File: src/rtl/seven_seg_scan.sv
// Multiplexed common-anode seven-segment scanner with frame-coherent shadow latching.
// AN/CA/frame_done are registered one cycle behind the slot counter; free-running, no backpressure.
module seven_seg_scan #(
    parameter int DIGITS   = 8,
    parameter int SCAN_DIV = 100000,
    parameter int GUARD    = 16
) (
    input  logic                  CLK,
    input  logic                  RST,
    input  logic [4*DIGITS-1:0]   disp_value,
    input  logic [DIGITS-1:0]     dp_mask,
    input  logic [DIGITS-1:0]     blank_mask,
    input  logic                  lz_suppress,
    input  logic                  enable,
    output logic [7:0]            AN,
    output logic [7:0]            CA,
    output logic                  frame_done
);
    localparam int            CW       = (SCAN_DIV > 1) ? $clog2(SCAN_DIV) : 1;
    localparam logic [CW-1:0] CNT_LAST = CW'(SCAN_DIV - 1);
    localparam logic [2:0]    IDX_LAST = 3'(DIGITS - 1);

    typedef enum logic {PH_GUARD, PH_ACTIVE} phase_t;

    logic [CW-1:0]       cnt;
    logic [2:0]          idx;
    logic                cnt_wrap;
    logic                frame_end;
    logic                latch_now;
    logic                in_guard;
    phase_t              phase;

    logic [4*DIGITS-1:0] sh_value;
    logic [DIGITS-1:0]   sh_dp;
    logic [DIGITS-1:0]   sh_blank;
    logic                sh_lz;

    logic [4*DIGITS-1:0] val_cur;
    logic [DIGITS-1:0]   dp_cur;
    logic [DIGITS-1:0]   blank_cur;
    logic                lz_cur;

    logic [31:0]         val8;
    logic [7:0]          dp8;
    logic [7:0]          blank8;
    logic [3:0]          nib [8];
    logic [7:0]          zero_above;
    logic                zero_run;
    logic [6:0]          seg;
    logic [7:0]          an_nxt;
    logic [7:0]          ca_nxt;

    function automatic logic [6:0] hex_to_seg(input logic [3:0] n);
        logic [6:0] s;
        s = 7'h7F;
        case (n)
            4'h0: s = 7'b1000000;
            4'h1: s = 7'b1111001;
            4'h2: s = 7'b0100100;
            4'h3: s = 7'b0110000;
            4'h4: s = 7'b0011001;
            4'h5: s = 7'b0010010;
            4'h6: s = 7'b0000010;
            4'h7: s = 7'b1111000;
            4'h8: s = 7'b0000000;
            4'h9: s = 7'b0010000;
            4'hA: s = 7'b0001000;
            4'hB: s = 7'b0000011;
            4'hC: s = 7'b1000110;
            4'hD: s = 7'b0100001;
            4'hE: s = 7'b0000110;
            4'hF: s = 7'b0001110;
            default: s = 7'h7F;
        endcase
        return s;
    endfunction

    assign cnt_wrap  = (cnt == CNT_LAST);
    assign frame_end = cnt_wrap && (idx == IDX_LAST);
    assign latch_now = (idx == 3'd0) && (cnt == '0);

    always_ff @(posedge CLK or posedge RST) begin
        if (RST) begin
            cnt <= '0;
            idx <= 3'd0;
        end else if (cnt_wrap) begin
            cnt <= '0;
            idx <= (idx == IDX_LAST) ? 3'd0 : idx + 3'd1;
        end else begin
            cnt <= cnt + 1'b1;
        end
    end

    generate
        if (GUARD == 0) begin : g_no_guard
            assign in_guard = 1'b0;
        end else begin : g_guard
            assign in_guard = (cnt < CW'(GUARD));
        end
    endgenerate

    always_comb begin
        phase = PH_ACTIVE;
        if (in_guard) begin
            phase = PH_GUARD;
        end
    end

    always_ff @(posedge CLK or posedge RST) begin
        if (RST) begin
            sh_value <= '0;
            sh_dp    <= '0;
            sh_blank <= '0;
            sh_lz    <= 1'b0;
        end else if (latch_now) begin
            sh_value <= disp_value;
            sh_dp    <= dp_mask;
            sh_blank <= blank_mask;
            sh_lz    <= lz_suppress;
        end
    end

    // On the latch cycle the incoming frame is decoded directly so digit 0 never shows stale data.
    assign val_cur   = latch_now ? disp_value  : sh_value;
    assign dp_cur    = latch_now ? dp_mask     : sh_dp;
    assign blank_cur = latch_now ? blank_mask  : sh_blank;
    assign lz_cur    = latch_now ? lz_suppress : sh_lz;

    always_comb begin
        val8       = 32'(val_cur);
        dp8        = 8'(dp_cur);
        blank8     = 8'(blank_cur);
        zero_run   = 1'b1;
        zero_above = 8'h00;
        an_nxt     = 8'hFF;
        ca_nxt     = 8'hFF;
        for (int i = 0; i < 8; i++) begin
            nib[i] = val8[4*i +: 4];
        end
        // Padding nibbles above DIGITS are zero, so they never block suppression.
        for (int i = 7; i >= 0; i--) begin
            zero_run      = zero_run & (nib[i] == 4'd0);
            zero_above[i] = zero_run;
        end
        seg = hex_to_seg(nib[idx]);
        if (lz_cur && (idx != 3'd0) && zero_above[idx]) begin
            seg = 7'h7F;
        end
        if ((phase == PH_ACTIVE) && enable && !blank8[idx]) begin
            an_nxt = ~(8'd1 << idx);
            ca_nxt = {~dp8[idx], seg};
        end
    end

    always_ff @(posedge CLK or posedge RST) begin
        if (RST) begin
            AN         <= 8'hFF;
            CA         <= 8'hFF;
            frame_done <= 1'b0;
        end else begin
            AN         <= an_nxt;
            CA         <= ca_nxt;
            frame_done <= frame_end;
        end
    end

endmodule

File: config.mk
export PLATFORM = sky130hd
export DESIGN_NAME = seven_seg_scan
export DESIGN_NICKNAME = d
export VERILOG_FILES = /design/src/rtl/seven_seg_scan.sv
export SDC_FILE = /design/constraint.sdc
export NUM_CORES = 1
export LEC_CHECK = 0
export ABC_AREA = 1
export BUFFER_PORTS_ARGS = -buffer_cell sky130_fd_sc_hd__buf_2
export CAP_MARGIN = 20
export CELL_PAD_IN_SITES_DETAIL_PLACEMENT = 0
export CELL_PAD_IN_SITES_GLOBAL_PLACEMENT = 2
export CORE_MARGIN = 3
export CORE_UTILIZATION = 36
export CTS_BUF_LIST = sky130_fd_sc_hd__clkbuf_2
export DETAILED_ROUTE_END_ITERATION = 7
export PLACE_DENSITY = 0.95
export SETUP_SLACK_MARGIN = 0.2
export SLEW_MARGIN = 25
export SYNTH_ARGS = -nofsm -noshare
export SYNTH_HDL_FRONTEND = slang
export SYNTH_SLANG_ARGS = --single-unit
File: constraint.sdc
create_clock -name CLK -period 9 [get_ports CLK]
set_clock_uncertainty 0.2 [all_clocks]
set_input_delay 0.9 -clock CLK [delete_from_list [all_inputs] [get_ports CLK]]
set_output_delay 0.9 -clock CLK [all_outputs]
set_load 0.02 [all_outputs]
**Word-level counts from Yosys, hierarchy flattened**

Memories as Yosys holds them, arrays and structs flattened.
Index checks and enable logic that the tools add are counted.
W data, S select, Z words.

- Register bits: 86
- Bits in read-only memories: 112
- Output and inout port bits: 17
- Memories: 1

- Add/sub/neg operators: 2
- Order comparisons: 3
- Eq/ne operators: 2
- Shifts and indexed selects: 1
- Muxes and demuxes: 19
- Bitwise operators: 10
- Reductions and logical operators: 18

Memories:

| memory | words | bits a word | read ports | clocked after Yosys merged registers in | write ports | line | text |
|---|---|---|---|---|---|---|---|
| (name not given) | 16 | 7 | 1 | 0 | 0 | 56 | `case (n)` |

Operator list:

| cell | count |
|---|---|
| $logic_not A4 Y1 | 8 |
| $mux W32 | 1 |
| $mux W8 | 4 |
| $add A17 B1 Y17 const B | 1 |
| $eq A17 B17 Y1 const B | 1 |
| $logic_not A17 Y1 | 1 |
| $lt A17 B5 Y1 const B | 1 |
| $mux W17 | 1 |
| $bmux W4 S3 | 1 |
| $bmux W1 S3 | 3 |
| $mux W4 | 2 |
| $not A8 Y8 | 1 |
| $shl A1 B3 Y8 const A | 1 |
| $and A1 B1 Y1 | 7 |
| $mux W7 | 1 |
| $logic_and A1 B1 Y1 | 6 |
| $mux W1 | 5 |
| $ge A4 B4 Y1 const B | 1 |
| $lt A3 B4 Y1 const B | 1 |
| $not A3 Y4 | 1 |
| $add A3 B1 Y3 const B | 1 |
| $eq A3 B3 Y1 const B | 1 |
| $logic_not A3 Y1 | 1 |
| $mux W3 | 1 |
| 3 further kinds | 3 |

**Longest topological paths before layout**

- Depth in word-level cells: 16
- Depth in mapped cells: 25
- Gate-level depth less buffers: 22

**Least setup slack after synthesis**

Ideal clock, no wire load.

- Path type: register to register
- From: register idx[0]
- To: register CA[3]
- Library setup time: 60 ps
- Data arrival time: 2993 ps
- Data required time: 8740 ps
- Setup slack: 5747 ps
- Stages on the path, launching flop included: 25
- Path buffers: 4
- Clock period less this slack: 3253 ps
- Cell sequence: dfrtp_1 > buf_2 > inv_1 > clkbuf_1 > ha_1 > inv_1 > nor2_2 > nand3_1 > nor2_4 > nand2_4 > buf_6 > buf_6 > nand2_1 > nand2_1 > nand2_1 > nand3_1 > nor2_1 > inv_1 > nand2_1 > ha_1 > nand3_1 > nand3_1 > nand2_1 > inv_1 > nand2_1

- Elaborated cells between the ends (all ways): 36

RTL lines:

| what | line | text |
|---|---|---|
| start, declared | 26 | `logic [2:0] idx;` |
| start signal, assigned | 88 | `idx <= (idx == IDX_LAST) ? 3'd0 : idx + 3'd1;` |
| $logic_not A3 Y1 (*) | 80 | `assign latch_now = (idx == 3'd0) && (cnt == '0);` |
| $logic_and A1 B1 Y1 (*) | 80 |  |
| $mux W32 (*) | n/a |  |
| net val8[5] | 43 | `logic [31:0] val8;` |
| branches (longest 6 deep; another with $mem_v2 Z16 W7) | n/a |  |
| $mux W7 (*) | 146 | `if (lz_cur && (idx != 3'd0) && zero_above[idx]) begin` |
| $mux W8 (*) | 149 | `if ((phase == PH_ACTIVE) && enable && !blank8[idx]) begin` |
| net ca_nxt[3] | 51 | `logic [7:0] ca_nxt;` |
| end signal, assigned | 162 | `CA <= ca_nxt;` |
| end, declared | 16 | `output logic [7:0] CA,` |

Mark *: on every way through the listed nets, which the timed path passes. The select of a mux whose other input is x is not followed.
A chain may end at the register's enable or synchronous reset.

**Final worst setup path**

- From: register idx[0]
- To: register CA[0]

- Cells in the longest elaborated chain, start to end: 16
- Elaborated cells between the ends (all ways): 36

Ends and longest elaborated chain:

| what | line | text |
|---|---|---|
| $logic_not A3 Y1 (*) | 80 |  |
| $logic_and A1 B1 Y1 (*) | 80 |  |
| $mux W32 (*) | n/a |  |
| net val8[25] | 43 |  |
| $logic_not A4 Y1 | 142 | `zero_run = zero_run & (nib[i] == 4'd0);` |
| $and A1 B1 Y1 (7 in a row) | 142 |  |
| $bmux W1 S3 | 146 |  |
| $mux W1 (not written as such) | 146 |  |
| $logic_and A1 B1 Y1 | 146 |  |
| $mux W7 (*) | 146 |  |
| $mux W8 (*) | 149 |  |
| net ca_nxt[0] | 51 |  |

Mark *: on every way through the listed nets, which the timed path passes. The rest lies on a longest branch. The select of a mux whose other input is x is not followed.

==> run metrics <==
status=finished clean; die width=118 um; CP Data Arrival Time=~5 ns; 1st-iter DRT viols=roughly 260; Fmax=around 210 MHz; DRC=0; Least-Margin Pin Slew=a little under 0.9 ns; wire length per cell=roughly 14 um; via count=3972; CTS sink cnt=86; final hold violation count=0; Clock Power Share=approximately a quarter; Synth Area in Compound Gates=about 4.6%; Max Root-Sink Buffers=2; setup TNS=0 ns; post-synthesis cell count=600; main combinational cell family by area after synthesis=simple AND/OR/NAND/NOR gates; HPWL Detailed=roughly 8400 um; internal power=about 460 uW; # resized after CTS=0; RSZ-0062 raised after global routing=false; Detail Route Antenna Nets=0; PwrDens=approximately 130 nW/um^2; Total Nets Final=730; GR Overflow Total=0; largest net degree at the start of global routing=87; Die Span Y=~120 um; crit path cell chain=inv_1 -> ha_1 -> inv_1 -> nor2_2 -> nand3_1 -> nor2_4 -> nand2_4 -> inv_2 -> nand2_1 -> nand2_1 -> nor2_1 -> nor2_1 -> inv_1 -> nand2_1 -> nand2_1 -> ha_1 -> inv_1 -> nand3_1 -> nand3_1 -> nand2_1 -> inv_1 -> nand2_1; critical path peak fanout=approximately 50; Yosys top cell by area=dfrtp_1; Final Cell Area=between 5000 and 6000 um^2; core area=between 10000 and 15000 um^2; Setup Buffers After CTS=0; Psw=roughly 180 uW; Simple-Gate Fraction of Synth Area=between 30% and 40%; Post-CTS Hold Fix Bufs=0; Hold Path Class=register to register; xor/xnor share of the synthesized area=less than 1%; drt total wl=between 10000 and 15000 um; Max rail drop VDD=a little under 50 uV; # diodes=0; FP Rows=40; sequential group share of total power=between 60 and 70%; max cap viols=0; Port-buffer cells=between 60 and 70; Sw Ratio=27.7%; Tmin final=~4.7 ns; Leakage=roughly 0.0027 uW; Final Core Density=41.6%; synthesized area=roughly 4500 um^2; CTS buffer count=9; clock network latency to the later pin of the worst-skew pair=roughly 0.56 ns; sequential share of the synthesized area=around half; num ports=between 60 and 70; Syn. warnings=0; critical setup path kind=register to register; die area=roughly 14000 um^2; post-synthesis adder-cell area fraction=just under 4%; number of global-route vias before repair=3830; # H-tree levels=3; Initial Util=approximately 37%; share of the synthesized area in the top cell type=38.8%; flops & latches, synth=between 80 and 90; gp weighted congestion=between 0.9 and 1; Top delay family on crit path=simple AND/OR/NAND/NOR gates; area post-placement=roughly 5000 um^2; top cells by area, synth=dfrtp_1 39%, nand2_1 20%, dfstp_2 9.3%; Largest stage delay, worst path=0.67 ns; crit path max-delay cell type=dfrtp_1; CP startpoint kind=register; DR vias/cell=roughly 4.7; 1st-pass router iterations=5; Max Transition Viols Final=0; initial antenna violation count=0; proportion of layout cells with a drive suffix above 1=roughly 18%; Mapped Nets=between 600 and 700; nature of the critical path endpoint=register; Synth-to-Final Area Change=12.0%; mux contribution to synthesized area=0%; CP most frequent cell=nand2_1; Rel. slew slack=42.1%; Clock Tree Root=clkbuf_2; Avg Synthesized Cell Area=approximately 7.5 um^2; Final period util=between 50 and 60%; GR Util All Layers=approximately 17%; CTS tree=built; Logic pwr share=about 9.9%; sum of buffers and inverters on the critical path=6; first-pass GRT wire length=~19000 um; Reg clk slew, reported paths=0.24 ns; Worst EP required=roughly 9.3 ns; # setup viols final=0; Unique masters post-synth=35
per-stage QoR:
stage | cells | hold slack [ns] | worst slack (ns) | total power (uW)
after floorplan | 600 | 0.239 | 5.70 | 449
after global placement | 821 | 0.257 | 4.42 | 474
after detailed placement | 821 | 0.264 | 4.27 | 475
after CTS | 837 | 0.300 | 4.23 | 647
after global routing | 837 | 0.323 | 3.65 | 672
final | 837 | 0.308 | 4.27 | 637
worst register-to-register path, stage by stage, from the launching register on:
cell and delay, ns:
dfrtp_1 0.67, inv_1 0.49, ha_1 0.26, inv_1 0.07, nor2_2 0.13, nand3_1 0.13
nor2_4 0.38, nand2_4 0.43, inv_2 0.53, nand2_1 0.09, nand2_1 0.12, nor2_1 0.05
nor2_1 0.23, inv_1 0.07, nand2_1 0.06, nand2_1 0.12, ha_1 0.23, inv_1 0.12
nand3_1 0.11, nand3_1 0.09, nand2_1 0.05, inv_1 0.05, nand2_1 0.05
power by group through the flow:
stage | clock [uW] | combinational, uW | sequential (uW)
after floorplan | 0 | 35.3 | 414
after global placement | 0 | 62.7 | 412
after detailed placement | 0 | 63.4 | 412
after CTS | 178 | 63.8 | 406
after global routing | 193 | 72.3 | 407
final | 169 | 62.8 | 405
cell usage after synthesis:
| cell | n |
|---|---|
| a2bb2oi_1 | 1 |
| dfstp_2 | 16 |
| buf_4 | 3 |
| nand3_2 | 2 |
| o21ai_1 | 4 |
| o21bai_1 | 1 |
| xor2_1 | 1 |
| nor2_2 | 3 |
| inv_2 | 4 |
| nand4_1 | 2 |
| clkinv_1 | 1 |
| ha_1 | 14 |
| nor3_1 | 6 |
| inv_1 | 53 |
| o2111ai_1 | 1 |
| a21oi_1 | 5 |
| nor2_1 | 66 |
| a31oi_1 | 2 |
| nor4_1 | 2 |
| nand3_1 | 60 |
| a41oi_1 | 1 |
| dfrtp_1 | 70 |
| nand2_4 | 2 |
| nand2_1 | 235 |
| o21ai_0 | 17 |
| a211oi_1 | 1 |
| nand2_2 | 5 |
| clkbuf_1 | 5 |
| buf_6 | 3 |
| nor2_4 | 2 |
| o221ai_1 | 1 |
| a21oi_4 | 1 |
| and2_1 | 1 |
| nand3b_1 | 4 |
| buf_2 | 5 |
sequential cells by signal, summed over array words and instances (netlist names):
signal	count
sh_lz	1
sh_dp	8
CA	8
frame_done	1
AN	8
cnt	17
sh_blank	8
sh_value	32
idx	3
routing by layer:
metal | global-route usage [%] | up-vias | wire length, um
li1 | - | 2002 | -
met1 | 23.2 | 1851 | 5410
met2 | 26.4 | 102 | 5290
met3 | 3.17 | 17 | 552
met4 | 6.59 | 0 | 216
met5 | 0 | - | 0
kinds of logic after synthesis:
group / count (synthesis)
XOR/XNOR: 1
adder cells (fa/ha/maj): 14
AO/OA/AOI/OAI: 35
AND/OR/NAND/NOR: 390
buffers and inverters: 74
flip-flops: 86
path summary, 6_finish.rpt:
kind | to | startpoint | slack [ns] | cells past startpoint
max in group asynchronous | sh_value[30]$_DFF_PP0_ | RST | 7.76 | 3
worst max-delay path | CA[0]$_DFF_PP1_ | idx[0]$_DFFE_PP0N_ | 4.27 | 22
worst max register to register | CA[0]$_DFF_PP1_ | idx[0]$_DFFE_PP0N_ | 4.27 | 22
min in group asynchronous | sh_blank[0]$_DFF_PP0_ | RST | 0.32 | 3
worst min register to register | sh_blank[1]$_DFF_PP0_ | sh_blank[1]$_DFF_PP0_ | 0.31 | 2
worst min-delay path | sh_blank[1]$_DFF_PP0_ | sh_blank[1]$_DFF_PP0_ | 0.31 | 2
layout make-up:
class                   instances  area [um^2]
fillers                      1290         7100
flip-flops and latches         86         2170
multi-input cells             440         2030
repair buffers                 69          352
inverters                      58          219
well taps                     168          210
clock buffers                  11         55.1
clock inverters                 5         26.3
cells in the final DEF, fill, tap and decap left out, types with 5 or more instances in the layout:
cell type	instances
nand2_1	235
dfrtp_1	70
buf_2	68
nor2_1	66
nand3_1	60
inv_1	52
o21ai_0	17
dfstp_2	16
ha_1	14
clkbuf_2	11
nor3_1	6
nand2_2	5
a21oi_1	5
(Power assumes the default switching activity.)
